==> config.mk <==
export PLATFORM = sky130hd
export DESIGN_NAME = fifo_wr_arbiter
export DESIGN_NICKNAME = d
export VERILOG_FILES = /design/src/rtl/fifo_arb_pkg.sv /design/src/rtl/rr_pick.sv /design/src/rtl/fifo_wr_arbiter.sv
export SDC_FILE = /design/constraint.sdc
export NUM_CORES = 1
export LEC_CHECK = 0
export CAP_MARGIN = 20
export CORE_UTILIZATION = 33
export DETAILED_ROUTE_END_ITERATION = 6
export PLACE_DENSITY_LB_ADDON = 0.3
export SKIP_LAST_GASP = 1
export SYNTH_ARGS = -nofsm -noshare
export SYNTH_HDL_FRONTEND = slang
export SYNTH_SLANG_ARGS = --single-unit
==> constraint.sdc <==
create_clock -name clk_i -period 2.5 [get_ports clk_i]
set_input_delay 0.5 -clock clk_i [delete_from_list [all_inputs] [get_ports clk_i]]
set_output_delay 0.5 -clock clk_i [all_outputs]
set_load 0.01 [all_outputs]
==> src/rtl/fifo_arb_pkg.sv <==
// fifo_arb_pkg: shared types and helpers for the FIFO write-port arbiter.
//   arb_state_t : arbiter FSM state (IDLE / BURST)
//   STAT_W      : width of each per-requester word counter (stats build)
//   MAX_REQ     : largest requester count the helpers support
//   onehot2idx  : binary index of the set bit of a one-hot vector
package fifo_arb_pkg;

  typedef enum logic {ARB_IDLE = 1'b0, ARB_BURST = 1'b1} arb_state_t;

  localparam int STAT_W  = 16;
  localparam int MAX_REQ = 8;

  // OR-reduction of the set positions; exact for one-hot input, 0 for all-zero.
  function automatic logic [2:0] onehot2idx(input logic [MAX_REQ-1:0] oh);
    logic [2:0] idx;
    idx = '0;
    for (int i = 0; i < MAX_REQ; i++) begin
      if (oh[i]) idx = idx | 3'(i);
    end
    return idx;
  endfunction

endpackage

==> src/rtl/rr_pick.sv <==
// rr_pick: combinational round-robin picker.
// Searches i_valid upward from i_start, wrapping from N-1 to 0, and returns
// the first set position.
//   i_valid [N-1:0]  : candidate vector
//   i_start [IW-1:0] : highest-priority position (must be < N)
//   o_idx   [IW-1:0] : index of the chosen candidate (0 when none)
//   o_found          : at least one candidate was set
module rr_pick #(
  parameter int N  = 4,
  parameter int IW = 2
) (
  input  logic [N-1:0]  i_valid,
  input  logic [IW-1:0] i_start,
  output logic [IW-1:0] o_idx,
  output logic          o_found
);

  // Walk from the furthest offset down to offset 0 so the nearest hit wins.
  always_comb begin
    o_found = 1'b0;
    o_idx   = '0;
    for (int i = N - 1; i >= 0; i--) begin
      if (i_valid[(int'(i_start) + i) % N]) begin
        o_found = 1'b1;
        o_idx   = IW'((int'(i_start) + i) % N);
      end
    end
  end

endmodule

==> src/rtl/fifo_wr_arbiter.sv <==
// fifo_wr_arbiter: round-robin, burst-locked sharing of one FIFO write port
// among NUM_REQ requesters, all in the FIFO write-clock domain.
// Ports:
//   clk_i          : FIFO write clock
//   rst_i          : synchronous active-low reset
//   req_valid_i    : per-requester word valid
//   req_data_i     : per-requester data, requester k at [k*WIDTH +: WIDTH]
//   req_last_i     : per-requester end-of-packet marker
//   req_ready_o    : per-requester accept (transfer = valid & ready)
//   grant_o        : one-hot current owner, zero when idle
//   fifo_wdata_o   : FIFO write data (zero outside a burst)
//   fifo_wenable_o : FIFO write enable
//   fifo_full_i    : FIFO full flag
//   busy_o         : high while a burst is granted
// Optional build macro FIFO_ARB_STATS_EN adds:
//   word_cnt_o     : NUM_REQ saturating 16-bit transfer counters
//   stats_clr_i    : synchronous clear of all counters (wins over increment)
module fifo_wr_arbiter
  import fifo_arb_pkg::*;
#(
  parameter int WIDTH     = 32,
  parameter int NUM_REQ   = 4,
  parameter int MAX_BURST = 8
) (
  input  logic                       clk_i,
  input  logic                       rst_i,
  input  logic [NUM_REQ-1:0]         req_valid_i,
  input  logic [NUM_REQ*WIDTH-1:0]   req_data_i,
  input  logic [NUM_REQ-1:0]         req_last_i,
  output logic [NUM_REQ-1:0]         req_ready_o,
  output logic [NUM_REQ-1:0]         grant_o,
  output logic [WIDTH-1:0]           fifo_wdata_o,
  output logic                       fifo_wenable_o,
  input  logic                       fifo_full_i,
  output logic                       busy_o
`ifdef FIFO_ARB_STATS_EN
  ,
  output logic [NUM_REQ*STAT_W-1:0]  word_cnt_o,
  input  logic                       stats_clr_i
`endif
);

  localparam int IDX_W = $clog2(NUM_REQ);
  localparam int CNT_W = $clog2(MAX_BURST + 1);
  localparam logic [CNT_W-1:0] CNT_LAST = CNT_W'(MAX_BURST - 1);
  localparam logic [IDX_W-1:0] IDX_TOP  = IDX_W'(NUM_REQ - 1);

  arb_state_t         r_state, w_state_nxt;
  logic [NUM_REQ-1:0] r_grant, w_grant_nxt;
  logic [IDX_W-1:0]   r_rr_ptr, w_rr_nxt;
  logic [CNT_W-1:0]   r_burst_cnt, w_cnt_nxt;

  logic [MAX_REQ-1:0] w_grant_ext;
  logic [IDX_W-1:0]   w_gidx;
  logic [IDX_W-1:0]   w_pick_idx;
  logic               w_pick_found;
  logic               w_in_burst;
  logic               w_xfer;
  logic               w_end;

  rr_pick #(
    .N  (NUM_REQ),
    .IW (IDX_W)
  ) u_rr_pick (
    .i_valid (req_valid_i),
    .i_start (r_rr_ptr),
    .o_idx   (w_pick_idx),
    .o_found (w_pick_found)
  );

  assign w_grant_ext = MAX_REQ'(r_grant);
  assign w_gidx      = IDX_W'(onehot2idx(w_grant_ext));
  assign w_in_burst  = (r_state == ARB_BURST);
  assign w_xfer      = w_in_burst & req_valid_i[w_gidx] & ~fifo_full_i;
  // The word count check uses the pre-increment value: the MAX_BURST-th
  // transfer happens while the counter still reads MAX_BURST-1.
  assign w_end       = w_xfer & (req_last_i[w_gidx] | (r_burst_cnt == CNT_LAST));

  // State register
  always_ff @(posedge clk_i) begin
    if (!rst_i) begin
      r_state     <= ARB_IDLE;
      r_grant     <= '0;
      r_rr_ptr    <= '0;
      r_burst_cnt <= '0;
    end else begin
      r_state     <= w_state_nxt;
      r_grant     <= w_grant_nxt;
      r_rr_ptr    <= w_rr_nxt;
      r_burst_cnt <= w_cnt_nxt;
    end
  end

  // Next-state logic
  always_comb begin
    w_state_nxt = r_state;
    w_grant_nxt = r_grant;
    w_rr_nxt    = r_rr_ptr;
    w_cnt_nxt   = r_burst_cnt;
    case (r_state)
      ARB_IDLE: begin
        if (w_pick_found) begin
          w_state_nxt = ARB_BURST;
          w_grant_nxt = NUM_REQ'(1) << w_pick_idx;
          w_cnt_nxt   = '0;
        end
      end
      ARB_BURST: begin
        if (w_end) begin
          w_state_nxt = ARB_IDLE;
          w_grant_nxt = '0;
          w_rr_nxt    = (w_gidx == IDX_TOP) ? '0 : w_gidx + IDX_W'(1);
          w_cnt_nxt   = '0;
        end else if (w_xfer) begin
          w_cnt_nxt   = r_burst_cnt + CNT_W'(1);
        end
      end
    endcase
  end

  // Output logic: the write port is a combinational pass-through of the owner
  always_comb begin
    req_ready_o    = '0;
    fifo_wdata_o   = '0;
    fifo_wenable_o = 1'b0;
    if (w_in_burst) begin
      fifo_wdata_o        = req_data_i[w_gidx*WIDTH +: WIDTH];
      fifo_wenable_o      = req_valid_i[w_gidx] & ~fifo_full_i;
      req_ready_o[w_gidx] = ~fifo_full_i;
    end
  end

  assign grant_o = r_grant;
  assign busy_o  = w_in_burst;

`ifdef FIFO_ARB_STATS_EN
  logic [STAT_W-1:0] r_word_cnt [NUM_REQ];

  always_ff @(posedge clk_i) begin
    for (int k = 0; k < NUM_REQ; k++) begin
      if (!rst_i || stats_clr_i) begin
        r_word_cnt[k] <= '0;
      end else if (w_xfer && (w_gidx == IDX_W'(k)) && (r_word_cnt[k] != '1)) begin
        r_word_cnt[k] <= r_word_cnt[k] + STAT_W'(1);
      end
    end
  end

  for (genvar k = 0; k < NUM_REQ; k++) begin : g_word_cnt
    assign word_cnt_o[k*STAT_W +: STAT_W] = r_word_cnt[k];
  end
`endif

endmodule
==> results of run 1 <==
-- synth_stat cells (all sizes together), types with 2 or more instances --
master,count
and2,2
nand2,107
dfxtp,11
o2bb2ai,2
nor3,2
buf,6
inv,5
a22o,3
nand3b,2
nor2b,3
clkbuf,16
nand3,36
ha,3
a21oi,7
nor2,3
mux2i,37
o21ai,3
and3,36
-- routing by layer --
metal  vias up  GRT usage [%]  part of all wire [%]
li1       1408              -                     -
met1      1308           28.3                    38
met4         0           10.4                   3.4
met5         -              0                     0
met2       145           49.9                    50
met3        26           6.67                   8.0
-- path summary, 6_finish.rpt --
| check | cells after the start | slack, ns | to |
|---|---|---|---|
| setup reg to reg | 8 | 0.53 | r_burst_cnt[3]$_SDFFE_PN0P_ |
| hold / removal | 2 | 0.48 | r_burst_cnt[1]$_SDFFE_PN0P_ |
| setup / recovery | 6 | 0.07 | req_ready_o[0] |
| hold reg to reg | 2 | 0.48 | r_burst_cnt[1]$_SDFFE_PN0P_ |
-- power by group through the flow --
stage | Combinational (mW) | Clock [mW] | Sequential, mW
floorplan | 0.245 | 0 | 0.194
global placement | 0.638 | 0 | 0.191
detailed placement | 0.651 | 0 | 0.191
CTS | 0.655 | 0.185 | 0.188
global route | 0.711 | 0.196 | 0.189
finish | 0.658 | 0.181 | 0.188
-- area by class of cell --
class | instances | area share, %
timing repair buffer | 202 | 51.8
multi-input combinational | 261 | 38.6
sequential | 11 | 5.66
tap | 70 | 2.24
clock buffer | 4 | 1.15
inverter | 5 | 0.544
-- through the flow --
step	cell area [um^2]	utilization, %	TNS, ns	total power [mW]	hold slack [ns]
floorplan	1840	-	0	0.438	0.449
global placement	3820	73.0	0	0.829	0.458
detailed placement	3820	73.0	0	0.842	0.474
CTS	3870	74.0	0	1.03	0.480
global route	3910	74.7	-0.00949	1.10	0.495
finish	3910	74.7	0	1.03	0.480
-- logic make-up after synthesis --
group / share of synthesized area (%)
AND/OR/NAND/NOR: 49.9
multiplexers: 20.1
buffers and inverters: 6.05
AO/OA/AOI/OAI: 9.93
flip-flops: 12.0
adder cells (fa/ha/maj): 2.04
-- placed cells by master (no fill, tap or decap), types with 2 or more instances in the layout --
| master | synthesis | final |
|---|---|---|
| nor2_1 | 3 | 2 |
| nand3b_1 | 2 | 2 |
| inv_1 | 3 | 3 |
| ha_1 | 3 | 3 |
| nand3_1 | 36 | 36 |
| a21oi_1 | 7 | 7 |
| mux2i_1 | 37 | 37 |
| o2bb2ai_1 | 2 | 2 |
| dlymetal6s2s_1 | 0 | 2 |
| and3_1 | 36 | 36 |
| and2_1 | 2 | 2 |
| nand2_1 | 107 | 107 |
| nor2b_1 | 3 | 3 |
| buf_4 | 2 | 17 |
| dfxtp_1 | 11 | 10 |
| a22o_1 | 3 | 3 |
| o21ai_0 | 2 | 2 |
| nor3_1 | 2 | 2 |
| clkdlybuf4s50_1 | 0 | 178 |
| clkbuf_8 | 0 | 4 |
| buf_12 | 0 | 2 |
-- critical path: cells and delay by family (launching register included) --
kind / cells / cell delay [ns]
fa+ha+maj: 1 / 0.14
flops: 1 / 0.32
buf+inv: 3 / 0.84
simple gates: 2 / 0.38
-- sequential cells by signal, summed over array words and instances (netlist names) --
name / cells
busy_o: 1
grant_o: 4
r_burst_cnt: 4
r_rr_ptr: 2
-- timing repair --
item	in CTS	in global routing
buffers inserted	0	0
gates cloned	0	1
endpoints found under the hold margin	0	0
setup endpoints to repair	3	8
resized for setup	2	4
==> qor.txt, run 1 <==
Synth Area per Inst: 6.15 um^2
max_cap viols: 0
worst hold path type: reg2reg
Detail Placement HPWL: 6380 um
gr ovfl total: 0
Clock Skews: 0.000417 ns
Worst-Skew Late Latency: 0.24 ns
Switch Pwr: 0.326 mW
post-synth top area share: 21.8%
vias in the first global route: 2733
Hold Crit Start: r_burst_cnt[1]$_SDFFE_PN0P_
Final Hold Fails: 0
DP Worst Slack: 0.0462 ns
clk sink count: 11
Clock transition at path regs: 0.05 ns
fmax: 412 MHz
DIE AREA: 5880 um^2
Setup WS post-layout: 0.0725 ns
FF/Latch Area: 221 um^2
DRT antenna net count: 0
Vias per Instance: 5.22
Crit Path Class: reg2out
CTS tree: built
Worst Path Arrival: 1.93 ns
Initial Util: 35.1%
CTS H-Tree Depth: 1
Clk pwr share: 17.7%
RSZ-0062 raised after global routing: true
Leakage: 1.67 nW
gr usage total: 26.6%
Max Slew Vio Count: 0
Mapped Area: 1840 um^2
Vias: 2887
EDFF count, synth: 0
Period minus WS final: 2.43 ns
largest area contributor in the netlist: nand2_1
Worst slew margin: 71.7%
ant diodes: 0
worst stage delay on the critical path: 0.53 ns
chip height: 76.7 um
CTS Buffer Depth: 2
Horiz. Die Dim: 76.7 um
clock buffer count from CTS: 3
GPL Wtd Cong: 0.831
DR iter-0 viols: 151
Worst EP required: 2.00 ns
share of layout cells above drive strength 1: 6.42%
initial antenna violation count: 0
wire per inst: 14.8 um
Synth Flop Type: dfxtp_1
Std-Cell Rows: 26
detailed-route wire length: 8160 um
# fillers: 407
area of the multi-input gates: 1510 um^2
Seq/Total Area, Yosys: 12.0%
final std cells w/o fill: 553
CP cell instances: or2_1, inv_4, buf_12, ha_1, and2_1, clkdlybuf4s50_1
Startpoint Class: register
Period Utilization, post-route: 97.1%
Reg2Reg Launch Point: grant_o[3]$_SDFFE_PN0P_
crit path from: grant_o[3]$_SDFFE_PN0P_
status: finished, final reports clean
Worst-Margin Slew: 0.420 ns
largest net degree at the start of global routing: 29
DP Cell Count: 548
post-synth cell types: 37
Mapped Nets: 441
Ys Warns: 0
Max VDD drop: 0.219 mV
fin nets: 626
CTS hold repair buffers: 0
number of port buffers: 180
asr flop ratio synth: 0%
global-route wire length before repair: 12600 um
DRT Pass-1 Iters: 4
Flop pwr share: 18.3%
area of the core: 5240 um^2
Area growth syn-to-layout: 113%
synthesized flop and latch total: 11
synthesized instance count: 299
DRC Markers: 0
Crit. End Element: output port
slowest CP cell: clkdlybuf4s50_1
final setup vio count: 0
Switching Fraction: 31.7%
largest cells by area after synthesis: nand2_1, mux2i_1, and3_1
Int Pwr: 0.701 mW
Root Driver: clkbuf_8
pwr dens: 263 nW/um^2
Crit Path Max Fanout: 14
IO Count: 181
Comb pwr share: 64.0%
Power figures use the tool's default switching activity.
==> run 2: changes to the inputs <==
--- a/config.mk
+++ b/config.mk
@@ -6,10 +6,13 @@
 export NUM_CORES = 1
 export LEC_CHECK = 0
 export CAP_MARGIN = 20
+export CORE_ASPECT_RATIO = 1.1
 export CORE_UTILIZATION = 33
+export CTS_CLUSTER_SIZE = 8
 export DETAILED_ROUTE_END_ITERATION = 6
 export PLACE_DENSITY_LB_ADDON = 0.3
 export SKIP_LAST_GASP = 1
+export SLEW_MARGIN = 40
 export SYNTH_ARGS = -nofsm -noshare
 export SYNTH_HDL_FRONTEND = slang
 export SYNTH_SLANG_ARGS = --single-unit
==> run 2 against run 1 <==
Against the previous run:
- combinational power hardly changed
- register-to-register slack better by 0.06 ns
- largest power group unchanged
- largest cell class unchanged
- clock skew is 0.0045 ns higher
- final cell count is 1.3% higher
==> qor.txt, run 2 (synthesized netlist as in run 1, its figures left out) <==
status: finished, final reports clean (unchanged)
Clock transition at path regs: 0.05 ns (about the same)
DP Cell Count: 556 (was 548)
fmax: 413 MHz (was 412 MHz)
Worst Path Arrival: 1.92 ns (was 1.93 ns)
Vias: 2904 (was 2887)
worst hold path type: reg2reg (unchanged)
Leakage: 1.66 nW (was 1.67 nW)
Vias per Instance: 5.19 (was 5.22)
Crit. End Element: output port (unchanged)
Root Driver: clkbuf_8 (unchanged)
dpl cell area: 3850 um^2 (was 3820 um^2)
Initial Util: 34.3% (was 35.1%)
DRT antenna net count: 0 (unchanged)
detailed-route wire length: 8170 um (was 8160 um)
initial antenna violation count: 0 (unchanged)
Max VDD drop: 0.173 mV (was 0.219 mV)
Horiz. Die Dim: 73.2 um (was 76.7 um)
area of the core: 5360 um^2 (was 5240 um^2)
number of port buffers: 180 (unchanged)
Period Utilization, post-route: 96.8% (was 97.1%)
Crit Path Max Fanout: 23 (was 14)
Crit Path Class: reg2out (unchanged)
worst stage delay on the critical path: 0.54 ns (was 0.53 ns)
CTS H-Tree Depth: 1 (unchanged)
wire per inst: 14.6 um (was 14.8 um)
Detail Placement HPWL: 6600 um (was 6380 um)
CTS Buffer Depth: 2 (unchanged)
share of layout cells above drive strength 1: 7.01% (was 6.42%)
Min Hold Slack: 0.467 ns (was 0.480 ns)
vias in the first global route: 2603 (was 2733)
CP cell instances: or2_4, clkinv_4, buf_12, nand2_1, and3_1, clkdlybuf4s50_1 (was or2_1, inv_4, buf_12, ha_1, and2_1, clkdlybuf4s50_1)
clock buffer count from CTS: 3 (unchanged)
max_cap viols: 0 (unchanged)
Worst slew margin: 76.8% (was 71.7%)
Worst-Skew Late Latency: 0.24 ns (about the same)
slowest CP cell: clkdlybuf4s50_1 (unchanged)
area of the multi-input gates: 1520 um^2 (was 1510 um^2)
Period minus WS final: 2.42 ns (was 2.43 ns)
final setup vio count: 0 (unchanged)
Startpoint Class: register (unchanged)
Std-Cell Rows: 28 (was 26)
Setup WS post-layout: 0.0796 ns (was 0.0725 ns)
final instance area: 3920 um^2 (was 3910 um^2)
pwr dens: 262 nW/um^2 (was 263 nW/um^2)
Worst-Margin Slew: 0.347 ns (was 0.420 ns)
DIE AREA: 5880 um^2 (about the same)
# fillers: 465 (was 407)
DRC Markers: 0 (unchanged)
Worst Path Buf+Inv: 3 (unchanged)
FF/Latch Area: 221 um^2 (unchanged)
GPL Wtd Cong: 0.820 (was 0.831)
fin nets: 628 (was 626)
CTS tree: built (unchanged)
final std cells w/o fill: 560 (was 553)
commonest cells after routing, fill and taps aside: clkdlybuf4s50_1, nand2_1, mux2i_1 (unchanged)
Power Total: 1.03 mW (about the same)
Max Slew Vio Count: 0 (unchanged)
DRT Pass-1 Iters: 6 (was 4)
DR iter-0 viols: 95 (was 151)
DP Worst Slack: -0.0402 ns (was 0.0462 ns)
CTS hold repair buffers: 0 (unchanged)
Worst EP required: 2.00 ns (about the same)
Final Hold Fails: 0 (unchanged)
IO Count: 181 (unchanged)
ant diodes: 0 (unchanged)
gr usage total: 25.6% (was 26.6%)
most common cell after layout, fill and taps aside: clkdlybuf4s50_1 (unchanged)
clk sink count: 11 (unchanged)
setup bufs post-CTS: 0 (unchanged)
gr ovfl total: 0 (unchanged)
RSZ-0062 raised after global routing: true (unchanged)
global-route wire length before repair: 11800 um (was 12600 um)
Clock Skews: 0.00488 ns (was 0.000417 ns)
chip height: 80.3 um (was 76.7 um)
Area growth syn-to-layout: 113% (about the same)
Top Family by Delay on Critical Path: buffers and inverters (unchanged)
largest net degree at the start of global routing: 27 (was 29)
## run 2: changes by cell type in the layout (fill, tap and decap cells not counted), sizes merged
cell,before,now
inv,5,4
clkinv,0,1
buf,20,24
clkbuf,6,4
dlymetal6s2s,2,1
dlygate4sd2,0,1
## run 2: area by class of cell
type                    instances  area share (%)
repair buffers                204            51.5
multi-input cells             261            38.7
flip-flops and latches         11            5.65
well taps                      75            2.39
clock buffers                   4            1.15
inverters                       5           0.606
## run 2: final timing paths
path | from | endpoint | slack, ns | depth (start not counted)
max reg2reg | grant_o[1]$_SDFFE_PN0P_ | r_burst_cnt[3]$_SDFFE_PN0P_ | 0.59 | 7
min | r_burst_cnt[1]$_SDFFE_PN0P_ | r_burst_cnt[1]$_SDFFE_PN0P_ | 0.47 | 2
min reg2reg | r_burst_cnt[1]$_SDFFE_PN0P_ | r_burst_cnt[1]$_SDFFE_PN0P_ | 0.47 | 2
max | grant_o[3]$_SDFFE_PN0P_ | fifo_wdata_o[14] | 0.08 | 6
## run 2: metrics by stage
stage | TNS (ns) | utilization, %
global placement | 0 | 71.8
finish | 0 | 73.2
floorplan | 0 | -
global route | -0.000354 | 73.2
CTS | 0 | 72.7
detailed placement | -0.0402 | 71.8
## run 2: worst min-delay path, cell delays in order (launching register included)
cell and delay (ns):
dfxtp_1 0.32, nand2_1 0.06, a21oi_1 0.05
## run 2: report_power, final
group | internal (mW) | leakage, nW | switching (mW) | total [mW]
Combinational | 0.407 | 1.55 | 0.249 | 0.657
Clock | 0.112 | 0.0228 | 0.0700 | 0.182
Sequential | 0.182 | 0.0899 | 0.00677 | 0.189
## run 2: repair_timing
item | 4_1_cts | 5_1_grt
endpoints found under the setup margin | 2 | 24
cloned | 0 | 0
gates resized for setup | 2 | 7
## run 2: routing by layer
layer	routed length [um]	track usage (%)	vias up
li1	-	-	1406
met1	3130	28.1	1330
met2	4150	46.9	147
met3	702	7.03	21
met4	179	8.04	0
met5	0	0	-
